<file path="src/rtl/sp_ram_arbiter_if.sv">
// Bus bundle between the two requesters, the arbiter and the single-port RAM.
// Signal names follow the arbiter's view (_i into the arbiter, _o out of it).
interface sp_ram_arbiter_if #(
    parameter int ADDR_WIDTH = 15,
    parameter int DATA_WIDTH = 32
);
    localparam int BE_WIDTH = DATA_WIDTH / 8;

    // requester port 0 (core data side)
    logic                  m0_req_i;
    logic                  m0_gnt_o;
    logic [ADDR_WIDTH-1:0] m0_addr_i;
    logic                  m0_we_i;
    logic [BE_WIDTH-1:0]   m0_be_i;
    logic [DATA_WIDTH-1:0] m0_wdata_i;
    logic                  m0_rvalid_o;
    logic [DATA_WIDTH-1:0] m0_rdata_o;

    // requester port 1 (AXI/debug side)
    logic                  m1_req_i;
    logic                  m1_gnt_o;
    logic [ADDR_WIDTH-1:0] m1_addr_i;
    logic                  m1_we_i;
    logic [BE_WIDTH-1:0]   m1_be_i;
    logic [DATA_WIDTH-1:0] m1_wdata_i;
    logic                  m1_rvalid_o;
    logic [DATA_WIDTH-1:0] m1_rdata_o;

    // RAM side
    logic                  ram_en_o;
    logic [ADDR_WIDTH-1:0] ram_addr_o;
    logic [DATA_WIDTH-1:0] ram_wdata_o;
    logic                  ram_we_o;
    logic [BE_WIDTH-1:0]   ram_be_o;
    logic [DATA_WIDTH-1:0] ram_rdata_i;

    // the arbiter
    modport slave (
        input  m0_req_i, m0_addr_i, m0_we_i, m0_be_i, m0_wdata_i,
        input  m1_req_i, m1_addr_i, m1_we_i, m1_be_i, m1_wdata_i,
        input  ram_rdata_i,
        output m0_gnt_o, m0_rvalid_o, m0_rdata_o,
        output m1_gnt_o, m1_rvalid_o, m1_rdata_o,
        output ram_en_o, ram_addr_o, ram_wdata_o, ram_we_o, ram_be_o
    );

    // the requesters plus the RAM, seen from outside the arbiter
    modport master (
        output m0_req_i, m0_addr_i, m0_we_i, m0_be_i, m0_wdata_i,
        output m1_req_i, m1_addr_i, m1_we_i, m1_be_i, m1_wdata_i,
        output ram_rdata_i,
        input  m0_gnt_o, m0_rvalid_o, m0_rdata_o,
        input  m1_gnt_o, m1_rvalid_o, m1_rdata_o,
        input  ram_en_o, ram_addr_o, ram_wdata_o, ram_we_o, ram_be_o
    );
endinterface

</file>
<file path="src/rtl/sp_ram_arbiter.sv">
// Two-port req/gnt/rvalid arbiter in front of a single-port RAM bank.
// Grant is combinational, RAM read latency is one cycle and the response is
// steered back to whichever port owned the access. Round-robin by default,
// or port-0 priority with a starvation counter that forces port 1 through.
module sp_ram_arbiter #(
    parameter int ADDR_WIDTH = 15,
    parameter int DATA_WIDTH = 32,
    parameter int FIXED_PRIO = 0,
    parameter int MAX_STALL  = 8
) (
    input  logic                 clk,
    input  logic                 rstn_i,
    sp_ram_arbiter_if.slave      bus
);
    localparam int         BE_WIDTH  = DATA_WIDTH / 8;
    localparam logic [7:0] STALL_MAX = 8'(MAX_STALL);

    logic [1:0]            gnt;
    logic                  pick1;
    logic                  last_gnt;      // 1 = port 1 received the most recent grant
    logic [7:0]            stall_cnt;     // consecutive cycles port 1 was refused
    logic [1:0]            rvalid_owner;  // which port the RAM data belongs to this cycle
    logic [ADDR_WIDTH-1:0] sel_addr;
    logic [DATA_WIDTH-1:0] sel_wdata;
    logic                  sel_we;
    logic [BE_WIDTH-1:0]   sel_be;

    // Grant: a lone requester wins outright; conflicts go to the policy.
    // Grants are held off entirely while reset is asserted.
    always_comb begin
        if (FIXED_PRIO != 0) pick1 = (stall_cnt == STALL_MAX);
        else                 pick1 = ~last_gnt;
        gnt = 2'b00;
        if (rstn_i) begin
            if (bus.m0_req_i && bus.m1_req_i) gnt = pick1 ? 2'b10 : 2'b01;
            else                              gnt = {bus.m1_req_i, bus.m0_req_i};
        end
    end

    // Arbitration history and response ownership
    always_ff @(posedge clk or negedge rstn_i) begin
        if (!rstn_i) begin
            last_gnt     <= 1'b1;
            stall_cnt    <= 8'd0;
            rvalid_owner <= 2'b00;
        end else begin
            rvalid_owner <= gnt;
            if (|gnt) last_gnt <= gnt[1];
            if (FIXED_PRIO == 0 || !bus.m1_req_i || gnt[1]) stall_cnt <= 8'd0;
            else if (stall_cnt != STALL_MAX)                 stall_cnt <= stall_cnt + 8'd1;
        end
    end

    // RAM-side mux: addr/wdata default to port 0 when idle, control is gated
    always_comb begin
        sel_addr  = gnt[1] ? bus.m1_addr_i  : bus.m0_addr_i;
        sel_wdata = gnt[1] ? bus.m1_wdata_i : bus.m0_wdata_i;
        sel_we    = 1'b0;
        sel_be    = '0;
        if (gnt[1]) begin
            sel_we = bus.m1_we_i;
            sel_be = bus.m1_be_i;
        end else if (gnt[0]) begin
            sel_we = bus.m0_we_i;
            sel_be = bus.m0_be_i;
        end
    end

    assign bus.m0_gnt_o    = gnt[0];
    assign bus.m1_gnt_o    = gnt[1];
    assign bus.ram_en_o    = |gnt;
    assign bus.ram_addr_o  = sel_addr;
    assign bus.ram_wdata_o = sel_wdata;
    assign bus.ram_we_o    = sel_we;
    assign bus.ram_be_o    = sel_be;

    assign bus.m0_rvalid_o = rvalid_owner[0];
    assign bus.m1_rvalid_o = rvalid_owner[1];
    assign bus.m0_rdata_o  = rvalid_owner[0] ? bus.ram_rdata_i : '0;
    assign bus.m1_rdata_o  = rvalid_owner[1] ? bus.ram_rdata_i : '0;
endmodule

</file>
<file path="src/flat_wrapper.sv">
// flat-port wrapper written by rule: the top's interface ports become plain ports
module sp_ram_arbiter_flat 
#(
    parameter int ADDR_WIDTH = 15,
    parameter int DATA_WIDTH = 32,
    parameter int FIXED_PRIO = 0,
    parameter int MAX_STALL  = 8
)
  (clk, rstn_i, bus_m0_req_i, bus_m0_addr_i, bus_m0_we_i, bus_m0_be_i, bus_m0_wdata_i, bus_m1_req_i, bus_m1_addr_i, bus_m1_we_i, bus_m1_be_i, bus_m1_wdata_i, bus_ram_rdata_i, bus_m0_gnt_o, bus_m0_rvalid_o, bus_m0_rdata_o, bus_m1_gnt_o, bus_m1_rvalid_o, bus_m1_rdata_o, bus_ram_en_o, bus_ram_addr_o, bus_ram_wdata_o, bus_ram_we_o, bus_ram_be_o);
  sp_ram_arbiter_if #(.ADDR_WIDTH(ADDR_WIDTH), .DATA_WIDTH(DATA_WIDTH)) bus_i ();
  input  logic clk;
  input  logic rstn_i;
  input wire logic [$bits(bus_i.m0_req_i)-1:0] bus_m0_req_i;
  input wire logic [$bits(bus_i.m0_addr_i)-1:0] bus_m0_addr_i;
  input wire logic [$bits(bus_i.m0_we_i)-1:0] bus_m0_we_i;
  input wire logic [$bits(bus_i.m0_be_i)-1:0] bus_m0_be_i;
  input wire logic [$bits(bus_i.m0_wdata_i)-1:0] bus_m0_wdata_i;
  input wire logic [$bits(bus_i.m1_req_i)-1:0] bus_m1_req_i;
  input wire logic [$bits(bus_i.m1_addr_i)-1:0] bus_m1_addr_i;
  input wire logic [$bits(bus_i.m1_we_i)-1:0] bus_m1_we_i;
  input wire logic [$bits(bus_i.m1_be_i)-1:0] bus_m1_be_i;
  input wire logic [$bits(bus_i.m1_wdata_i)-1:0] bus_m1_wdata_i;
  input wire logic [$bits(bus_i.ram_rdata_i)-1:0] bus_ram_rdata_i;
  output wire logic [$bits(bus_i.m0_gnt_o)-1:0] bus_m0_gnt_o;
  output wire logic [$bits(bus_i.m0_rvalid_o)-1:0] bus_m0_rvalid_o;
  output wire logic [$bits(bus_i.m0_rdata_o)-1:0] bus_m0_rdata_o;
  output wire logic [$bits(bus_i.m1_gnt_o)-1:0] bus_m1_gnt_o;
  output wire logic [$bits(bus_i.m1_rvalid_o)-1:0] bus_m1_rvalid_o;
  output wire logic [$bits(bus_i.m1_rdata_o)-1:0] bus_m1_rdata_o;
  output wire logic [$bits(bus_i.ram_en_o)-1:0] bus_ram_en_o;
  output wire logic [$bits(bus_i.ram_addr_o)-1:0] bus_ram_addr_o;
  output wire logic [$bits(bus_i.ram_wdata_o)-1:0] bus_ram_wdata_o;
  output wire logic [$bits(bus_i.ram_we_o)-1:0] bus_ram_we_o;
  output wire logic [$bits(bus_i.ram_be_o)-1:0] bus_ram_be_o;
  assign bus_i.m0_req_i = bus_m0_req_i;
  assign bus_i.m0_addr_i = bus_m0_addr_i;
  assign bus_i.m0_we_i = bus_m0_we_i;
  assign bus_i.m0_be_i = bus_m0_be_i;
  assign bus_i.m0_wdata_i = bus_m0_wdata_i;
  assign bus_i.m1_req_i = bus_m1_req_i;
  assign bus_i.m1_addr_i = bus_m1_addr_i;
  assign bus_i.m1_we_i = bus_m1_we_i;
  assign bus_i.m1_be_i = bus_m1_be_i;
  assign bus_i.m1_wdata_i = bus_m1_wdata_i;
  assign bus_i.ram_rdata_i = bus_ram_rdata_i;
  assign bus_m0_gnt_o = bus_i.m0_gnt_o;
  assign bus_m0_rvalid_o = bus_i.m0_rvalid_o;
  assign bus_m0_rdata_o = bus_i.m0_rdata_o;
  assign bus_m1_gnt_o = bus_i.m1_gnt_o;
  assign bus_m1_rvalid_o = bus_i.m1_rvalid_o;
  assign bus_m1_rdata_o = bus_i.m1_rdata_o;
  assign bus_ram_en_o = bus_i.ram_en_o;
  assign bus_ram_addr_o = bus_i.ram_addr_o;
  assign bus_ram_wdata_o = bus_i.ram_wdata_o;
  assign bus_ram_we_o = bus_i.ram_we_o;
  assign bus_ram_be_o = bus_i.ram_be_o;
  sp_ram_arbiter #(.ADDR_WIDTH(ADDR_WIDTH), .DATA_WIDTH(DATA_WIDTH), .FIXED_PRIO(FIXED_PRIO), .MAX_STALL(MAX_STALL)) u_core (.clk(clk), .rstn_i(rstn_i), .bus(bus_i));
endmodule
</file>
<file path="config.mk">
export PLATFORM = sky130hd
export DESIGN_NAME = sp_ram_arbiter_flat
export DESIGN_NICKNAME = d
export VERILOG_FILES = /design/src/rtl/sp_ram_arbiter_if.sv /design/src/rtl/sp_ram_arbiter.sv /design/src/flat_wrapper.sv
export SDC_FILE = /design/constraint.sdc
export NUM_CORES = 1
export LEC_CHECK = 0
export BUFFER_PORTS_ARGS = -buffer_cell sky130_fd_sc_hd__clkbuf_2
export CAP_MARGIN = 0
export CORE_AREA = 2 2 101 103
export DETAILED_ROUTE_END_ITERATION = 10
export DIE_AREA = 0 0 103 105
export PLACE_DENSITY = 0.59
export RECOVER_POWER = 50
export SLEW_MARGIN = 20
export SYNTH_ARGS = -nofsm -noshare
export SYNTH_HDL_FRONTEND = slang
export SYNTH_SLANG_ARGS = --single-unit
</file>
<file path="constraint.sdc">
create_clock -name clk -period 4.5 [get_ports clk]
set_clock_uncertainty 0.05 [all_clocks]
set_input_delay 0.225 -clock clk [delete_from_list [all_inputs] [get_ports clk]]
set_output_delay 0.225 -clock clk [all_outputs]
set_load 0.01 [all_outputs]
</file>
### Yosys cells after proc, flatten, opt, wreduce, memory -nomap -nowiden

Index checks and enable logic that the tools add are counted.

* add/sub/neg operators: 0
* multipliers: 0
* div/mod/pow operators: 0
* magnitude comparators: 0
* eq/ne operators: 0
* shifts and indexed selects: 0
* mux-type cells: 11
* bitwise gates (word level): 0
* reduce and logical (&&, ||, !) cells: 2

Operators with widths (number)
* $mux W32: 3
* $mux W15: 1
* $mux W4: 2
* $mux W2: 3
* $mux W1: 2
* $reduce_or A2 Y1: 1
* $logic_and A1 B1 Y1: 1

* register bits: 3
* bits in latches: 0
* memory bits (writable): 0
* bits in read-only memories: 0
* input port bits: 140
* output and inout port bits: 121
* word-level logic and storage cells: 15
* memories kept: 0

### Logic depth before layout (Yosys ltp)

Gate-level depths: netlist of run 1.

* depth after elaboration: 5
* depth in mapped cells: 5
* gate-level depth less buffers: 3

### Worst setup path after synthesis of run 1

Ideal clock, no wire load.

* path kind: register -> output
* start point: register u_core.last_gnt
* end point: output bus_ram_addr_o[0]
* arrival: 1.332 ns
* data required time: 4.225 ns
* path slack: 2.893 ns
* cell stages (with the launch flop): 6
* path buffers: 2
* path through: dfstp_2 nand2_1 nand3_1 buf_6 buf_6 mux2_4

* cells in the longest elaborated chain, start to end: 4

RTL lines
* start, declared: line sp_ram_arbiter.sv:20 `logic last_gnt;`
* start signal, assigned: line sp_ram_arbiter.sv:48 `if (|gnt) last_gnt <= gnt[1];`
* $mux W2 (2 in series): line sp_ram_arbiter.sv:35 `if (bus.m0_req_i && bus.m1_req_i) gnt = pick1 ? 2'b10 : 2'b01;`
* $mux W2: line sp_ram_arbiter.sv:34 `if (rstn_i) begin`
* $mux W15: line sp_ram_arbiter.sv:56 `sel_addr = gnt[1] ? bus.m1_addr_i : bus.m0_addr_i;`
* end, declared: line flat_wrapper.sv:31 `output wire logic [$bits(bus_i.ram_addr_o)-1:0] bus_ram_addr_o;`

No other way between the ends.

### Final worst setup path of run 1

* start point: input rstn_i
* end point: output bus_ram_addr_o[12]

* cells in the longest elaborated chain, start to end: 2

RTL lines
* start, declared: line flat_wrapper.sv:12 `input logic rstn_i;`
* $mux W2: line sp_ram_arbiter.sv:34
* $mux W15: line sp_ram_arbiter.sv:56

No other way between the ends.

==> results of run 1 <==
-- worst max-delay path, delay by kind of cell --
kind / cells / cell delay, ns
mux: 1 / 0.36
simple gates: 1 / 0.61
buf+inv: 4 / 1.65
-- sequential cells by signal, summed over array words and instances (netlist names) --
signal	count
u_core.last_gnt	1
u_core.rvalid_owner	2
-- power by group --
group          switching [mW]  total (mW)  leakage (nW)  internal, mW
Sequential            0.00963      0.0410        0.0369        0.0314
Clock                  0.0161      0.0764        0.0228        0.0603
Combinational           0.114       0.256          1.52         0.141
-- logic make-up (layout without fill, tap and decap cells) --
logic type	after synthesis	count (layout)	share of synthesized area, %
AND/OR/NAND/NOR	80	80	36.43
multiplexers	47	47	47.38
buffers and inverters	15	269	6.417
AO/OA/AOI/OAI	8	8	3.751
flip-flops	3	3	6.022
-- per-stage QoR --
step	worst slack [ns]	util [%]	total power, mW	hold slack [ns]	area, µm²
after CTS	1.802	28.35	0.3860	0.1702	2733
after floorplan	2.893	-	0.1742	-0.1206	1267
final	1.340	27.84	0.3732	0.1728	2684
after global placement	2.361	27.78	0.3001	0.06561	2678
after detailed placement	2.299	27.78	0.3047	0.07322	2678
after global routing	1.089	27.84	0.4091	0.1742	2684
-- Yosys cell counts (2+ instances only) --
| cell | number |
|---|---|
| buf_6 | 3 |
| o22ai_1 | 5 |
| clkbuf_1 | 7 |
| buf_2 | 2 |
| nand2_1 | 12 |
| mux2_4 | 19 |
| nor2_1 | 3 |
| dfrtp_1 | 2 |
| and2_1 | 64 |
| inv_1 | 3 |
| mux2_2 | 28 |
-- how the worst min path moves through the flow --
stage | endpoint | cells after the start
final | u_core.last_gnt | 2
after global placement | u_core.rvalid_owner[0] | 1
after global routing | u_core.last_gnt | 2
after floorplan | u_core.rvalid_owner[0] | 0
after detailed placement | u_core.rvalid_owner[0] | 1
after CTS | u_core.last_gnt | 2
-- layer usage --
layer / GRT usage, % / wire length [µm]
met1: 10.16 / 2124
met2: 19.11 / 3033
met3: 2.676 / 751
met4: 1.128 / 15
met5: 0 / 0
-- layout make-up --
type	count	area (µm²)	area share, %
multi-input cells	135	1110	41.35
repair buffers	262	1275	47.51
flip-flops and latches	3	76.32	2.844
clock buffers	4	45.04	1.678
inverters	3	11.26	0.4196
well taps	133	166.4	6.200
-- repair_timing --
action,4_1_cts,5_1_grt
setup endpoints to repair,0,0
hold endpoints to repair,2,0
hold buffers,1,0
==> results.json, run 1 <==
{
  "status": "completed",
  "slew_violations": 0,
  "drt_iter0_markers": 42,
  "clk_pin_slew_ns": 0.03,
  "ys_types": 16,
  "slowest_stage": "nand3_1",
  "drive_gt1_share_pct": 68.06,
  "hold_viol": 0,
  "r2r-end": "u_core.rvalid_owner[1]",
  "post-cts-setup-buffer-count": 0,
  "grt.total_usage_pct": 9.690,
  "nets": 548,
  "synth_top_area_cell": "and2_1",
  "die_y_um": 105,
  "rr_startpoint": "u_core.last_gnt",
  "crit_start": "rstn_i",
  "worst_pin_slew_ns": 0.7460,
  "fill_cells": 1093,
  "period_share_pct": 70.22,
  "synth.avg_cell_area_um2": 8.284,
  "synth_cells": 153,
  "antenna_found_initial": 0,
  "worstSkewPairLatency_ns": 0.21,
  "cts_max_level": 1,
  "period_needed_ns": 3.160,
  "ir_worst_vdd_mv": 0.06267,
  "fin_setup_tns_ns": 0,
  "dr.pass1.iters": 4,
  "vias": 2051,
  "ys_async_sr_fraction_pct": 100.0,
  "start_util_pct": 13.15,
  "syn_area_um2": 1267,
  "grt_pass1_vias": 1897,
  "postRouteAntennaNets": 0,
  "p_leak_nw": 1.577,
  "relSlewSlack_pct": 50.27,
  "power.density_nw_per_um2": 139.1,
  "fmax_ghz": 0.3165,
  "end_kind": "output pin",
  "portBuffers": 260,
  "rows": 36,
  "grt_max_degree": 36,
  "area_growth_pct": 111.7,
  "grt-ovfl-total": 0,
  "syn_nets": 293,
  "io_pins": 261,
  "startpoint_type": "input port",
  "seq_area_frac_synth_pct": 6.022,
  "synth_seq_cells": 3,
  "path_cells": "dlygate4sd3_1, clkbuf_1, nand3_1, buf_4, mux2_4, clkbuf_2",
  "place_congestion": 0.7253,
  "yosysTopAreaCellShare_pct": 31.59,
  "most-common-layout-cells": "225 x clkbuf_2, 41 x and2_1, 36 x clkbuf_1, 28 x mux2_2, 23 x and2_0",
  "cp.required_ns": 4.22,
  "coreArea_um2": 9639,
  "fp.dieArea_um2": 10820,
  "dp_hpwl_mm": 5.448,
  "drt-wirelength-per-cell_um": 10.97,
  "die_w_um": 103,
  "setup_viol": 0,
  "routed_wl_mm": 5.925,
  "slowest_delay_ns": 0.61,
  "synth.area.top_cells": "and2_1 32%, mux2_2 25%, mux2_4 23%",
  "hp-class": "input port to flip-flop",
  "yosys_warnings": 0,
  "cp_max_fo": 35,
  "final_common_cell": "clkbuf_2",
  "ff2ff_setup_slack_ns": 3.12,
  "arrival_ns": 2.89,
  "cts_tree": "built",
  "dpl.cell_count": 535,
  "synth-edff-count": 0,
  "clockRootBuffer": "clkbuf_8",
  "diodes": 0,
  "fin_cells": 540,
  "cts.sinks": 3,
  "grt_pass1_wl_mm": 8.500,
  "maxCapViolCount": 0,
  "clk_path_buf_depth": 2,
  "avgViaCountPerCell": 3.798,
  "ctsResizeCount": 0,
  "r2r_cells": 3,
  "drc": 0,
  "crit_end": "bus_ram_addr_o[12]",
  "critPathKind": "input port to output pin",
  "cts_made_buffers": 3,
  "min-delay-start": "bus_m0_req_i",
  "rsz0062_at_grt": "false",
  "synthFlopType": "dfrtp_1"
}
No activity file was read; power rests on OpenSTA's default activity.
==> inputs of run 2 (changes only) <==
--- a/config.mk
+++ b/config.mk
@@ -7,10 +7,10 @@
 export LEC_CHECK = 0
 export BUFFER_PORTS_ARGS = -buffer_cell sky130_fd_sc_hd__clkbuf_2
 export CAP_MARGIN = 0
-export CORE_AREA = 2 2 101 103
+export CORE_AREA = 2 2 100 102
 export DETAILED_ROUTE_END_ITERATION = 10
-export DIE_AREA = 0 0 103 105
-export PLACE_DENSITY = 0.59
+export DIE_AREA = 0 0 102 104
+export PLACE_DENSITY = 0.61
 export RECOVER_POWER = 50
 export SLEW_MARGIN = 20
 export SYNTH_ARGS = -nofsm -noshare
==> constraint.sdc (replaced) <==
create_clock -name clk -period 2.7 [get_ports clk]
set_clock_uncertainty 0.05 [all_clocks]
set_input_delay 0.135 -clock clk [delete_from_list [all_inputs] [get_ports clk]]
set_output_delay 0.135 -clock clk [all_outputs]
set_load 0.01 [all_outputs]
==> run 2 against run 1 <==
Compared with the run above: global-route usage rose by 0.30 points; clock power up 69%; total power increased by 69%; final cell count unchanged; non-clock buffer count unchanged; utilization is 0.43 points higher; via count is 0.39% higher; sequential cell count unchanged; sequential share of layout area hardly changed; register-to-register slack worse by 1.6 ns; count of clock-buffer cells in the layout did not move; critical path depth unchanged; critical endpoint is now bus_ram_addr_o[10].
==> results.json, run 2 (same netlist as run 1, synthesis figures left out) <==
{
  "power.density_nw_per_um2": 233.0,
  "slowest_stage": "dlygate4sd3_1",
  "grt_pass1_vias": 1974,
  "grt-ovfl-total": 0,
  "dp_hpwl_mm": 5.500,
  "drt_iter0_markers": 59,
  "period_share_pct": 85.21,
  "startpoint_type": "input port",
  "rr_startpoint": "u_core.last_gnt",
  "stdcell_area_um2": 2700,
  "ir_worst_vdd_mv": 0.1208,
  "use_met1_pct": 8.567,
  "final_common_cell": "clkbuf_2",
  "nets": 548,
  "rsz0062_at_grt": "false",
  "slowest_delay_ns": 0.53,
  "grt_max_degree": 38,
  "worstSkewPairLatency_ns": 0.21,
  "total_power_mw": 0.6292,
  "fin_cells": 540,
  "crit_top_cell": "clkbuf_2",
  "r2r-end": "u_core.rvalid_owner[1]",
  "grt_use_met2_pct": 22.04,
  "status": "completed",
  "place_area_um2": 2690,
  "slew_violations": 0,
  "ff2ff_setup_slack_ns": 1.53,
  "cts_made_buffers": 3,
  "end_kind": "output pin",
  "fmax_ghz": 0.4347,
  "relSlewSlack_pct": 50.15,
  "fill_cells": 1077,
  "path_cells": "dlygate4sd3_1, clkbuf_2, nand3_2, buf_12, mux2_4, clkbuf_2",
  "cp.required_ns": 2.52,
  "die_y_um": 104,
  "die_w_um": 102,
  "grt_most_used_layer": "met2",
  "timing.critical_path.buf_inv": 4,
  "cp_num_cells": 6,
  "crit_start": "rstn_i",
  "multi_input_area_um2": 1115,
  "coreArea_um2": 9549,
  "cp_max_fo": 37,
  "r2r_cells": 3,
  "largest_reg_flops": 2,
  "use_met3_pct": 2.352,
  "maxCapViolCount": 0,
  "area_growth_pct": 113.0,
  "top_register": "u_core.rvalid_owner",
  "postCtsHoldBufs": 1,
  "final-seq-area_um2": 76.32,
  "antenna_found_initial": 0,
  "worst_pin_slew_ns": 0.7478,
  "post-cts-setup-buffer-count": 0,
  "path_delay_family": "buffers and inverters",
  "dr.pass1.iters": 4,
  "critPathKind": "input port to output pin",
  "hold_depth": 2,
  "io_pins": 261,
  "drc": 0,
  "most-common-layout-cells": "224 x clkbuf_2, 43 x and2_1, 37 x clkbuf_1, 28 x mux2_2, 21 x and2_0",
  "cts_tree": "built",
  "avgViaCountPerCell": 3.813,
  "rows": 36,
  "dpl.cell_count": 535,
  "postRouteAntennaNets": 0,
  "hold_viol": 0,
  "setup_viol": 0,
  "fin_setup_tns_ns": 0,
  "place_congestion": 0.7245,
  "drt-wirelength-per-cell_um": 11.14,
  "routed_wl_mm": 6.017,
  "period_needed_ns": 2.301,
  "portBuffers": 260,
  "fp.dieArea_um2": 10610,
  "cts.sinks": 3,
  "crit_end": "bus_ram_addr_o[10]",
  "arrival_ns": 2.12,
  "grt_pass1_wl_mm": 8.604,
  "clk_path_buf_depth": 2,
  "hp-class": "input port to flip-flop",
  "drive_gt1_share_pct": 68.06,
  "vias": 2059,
  "diodes": 0,
  "grt.total_usage_pct": 9.995,
  "clockRootBuffer": "clkbuf_8",
  "ctsResizeCount": 0,
  "p_leak_nw": 1.583,
  "top_regs": "u_core.rvalid_owner x2, u_core.last_gnt x1",
  "start_util_pct": 13.27,
  "hold_ws_ns": 0.08121,
  "cts_max_level": 1,
  "clk_pin_slew_ns": 0.03
}
run 2: cell count changes in the layout (fill, tap and decap cells not counted):
cell / change
clkbuf_2: -1
and2_0: -2
buf_4: -1
nand3_2: +1
nand3_1: -1
clkbuf_1: +1
and2_1: +2
buf_12: +1
run 2: report_power, final:
part	total [mW]	switching [mW]	internal [mW]
Combinational	0.431	0.194	0.238
Clock	0.129	0.0287	0.101
Sequential	0.0685	0.0163	0.0523
run 2: metrics by stage:
| step | utilization [%] | setup WS, ns |
|---|---|---|
| final | 28.28 | 0.3993 |
| after global routing | 28.28 | 0.2606 |
| after CTS | 28.75 | 0.4089 |
| after detailed placement | 28.17 | 0.8545 |
| after global placement | 28.17 | 0.9068 |
| after floorplan | - | 1.183 |
run 2: layout make-up:
type / count / share of cell area [%]
flip-flops and latches: 3 / 2.827
inverters: 3 / 0.4171
well taps: 133 / 6.163
clock buffers: 4 / 1.668
multi-input cells: 135 / 41.29
repair buffers: 262 / 47.64
run 2: per-layer routing:
| layer | part of all wire [%] | vias up |
|---|---|---|
| met5 | 0 | - |
| met4 | 0.27 | 0 |
| met1 | 32 | 888 |
| met3 | 11 | 2 |
| met2 | 56 | 151 |
| li1 | - | 1018 |
run 2: worst min-delay path by stage:
stage | slack [ns] | endpoint | from
6_report | 0.08 | u_core.last_gnt | bus_m0_req_i
3_5_place_dp | -0.01 | u_core.rvalid_owner[0] | rstn_i
3_3_place_gp | -0.02 | u_core.rvalid_owner[0] | rstn_i
2_1_floorplan | -0.21 | u_core.rvalid_owner[0] | rstn_i
5_1_grt | 0.08 | u_core.last_gnt | bus_m0_req_i
4_1_cts | 0.08 | u_core.last_gnt | bus_m0_req_i
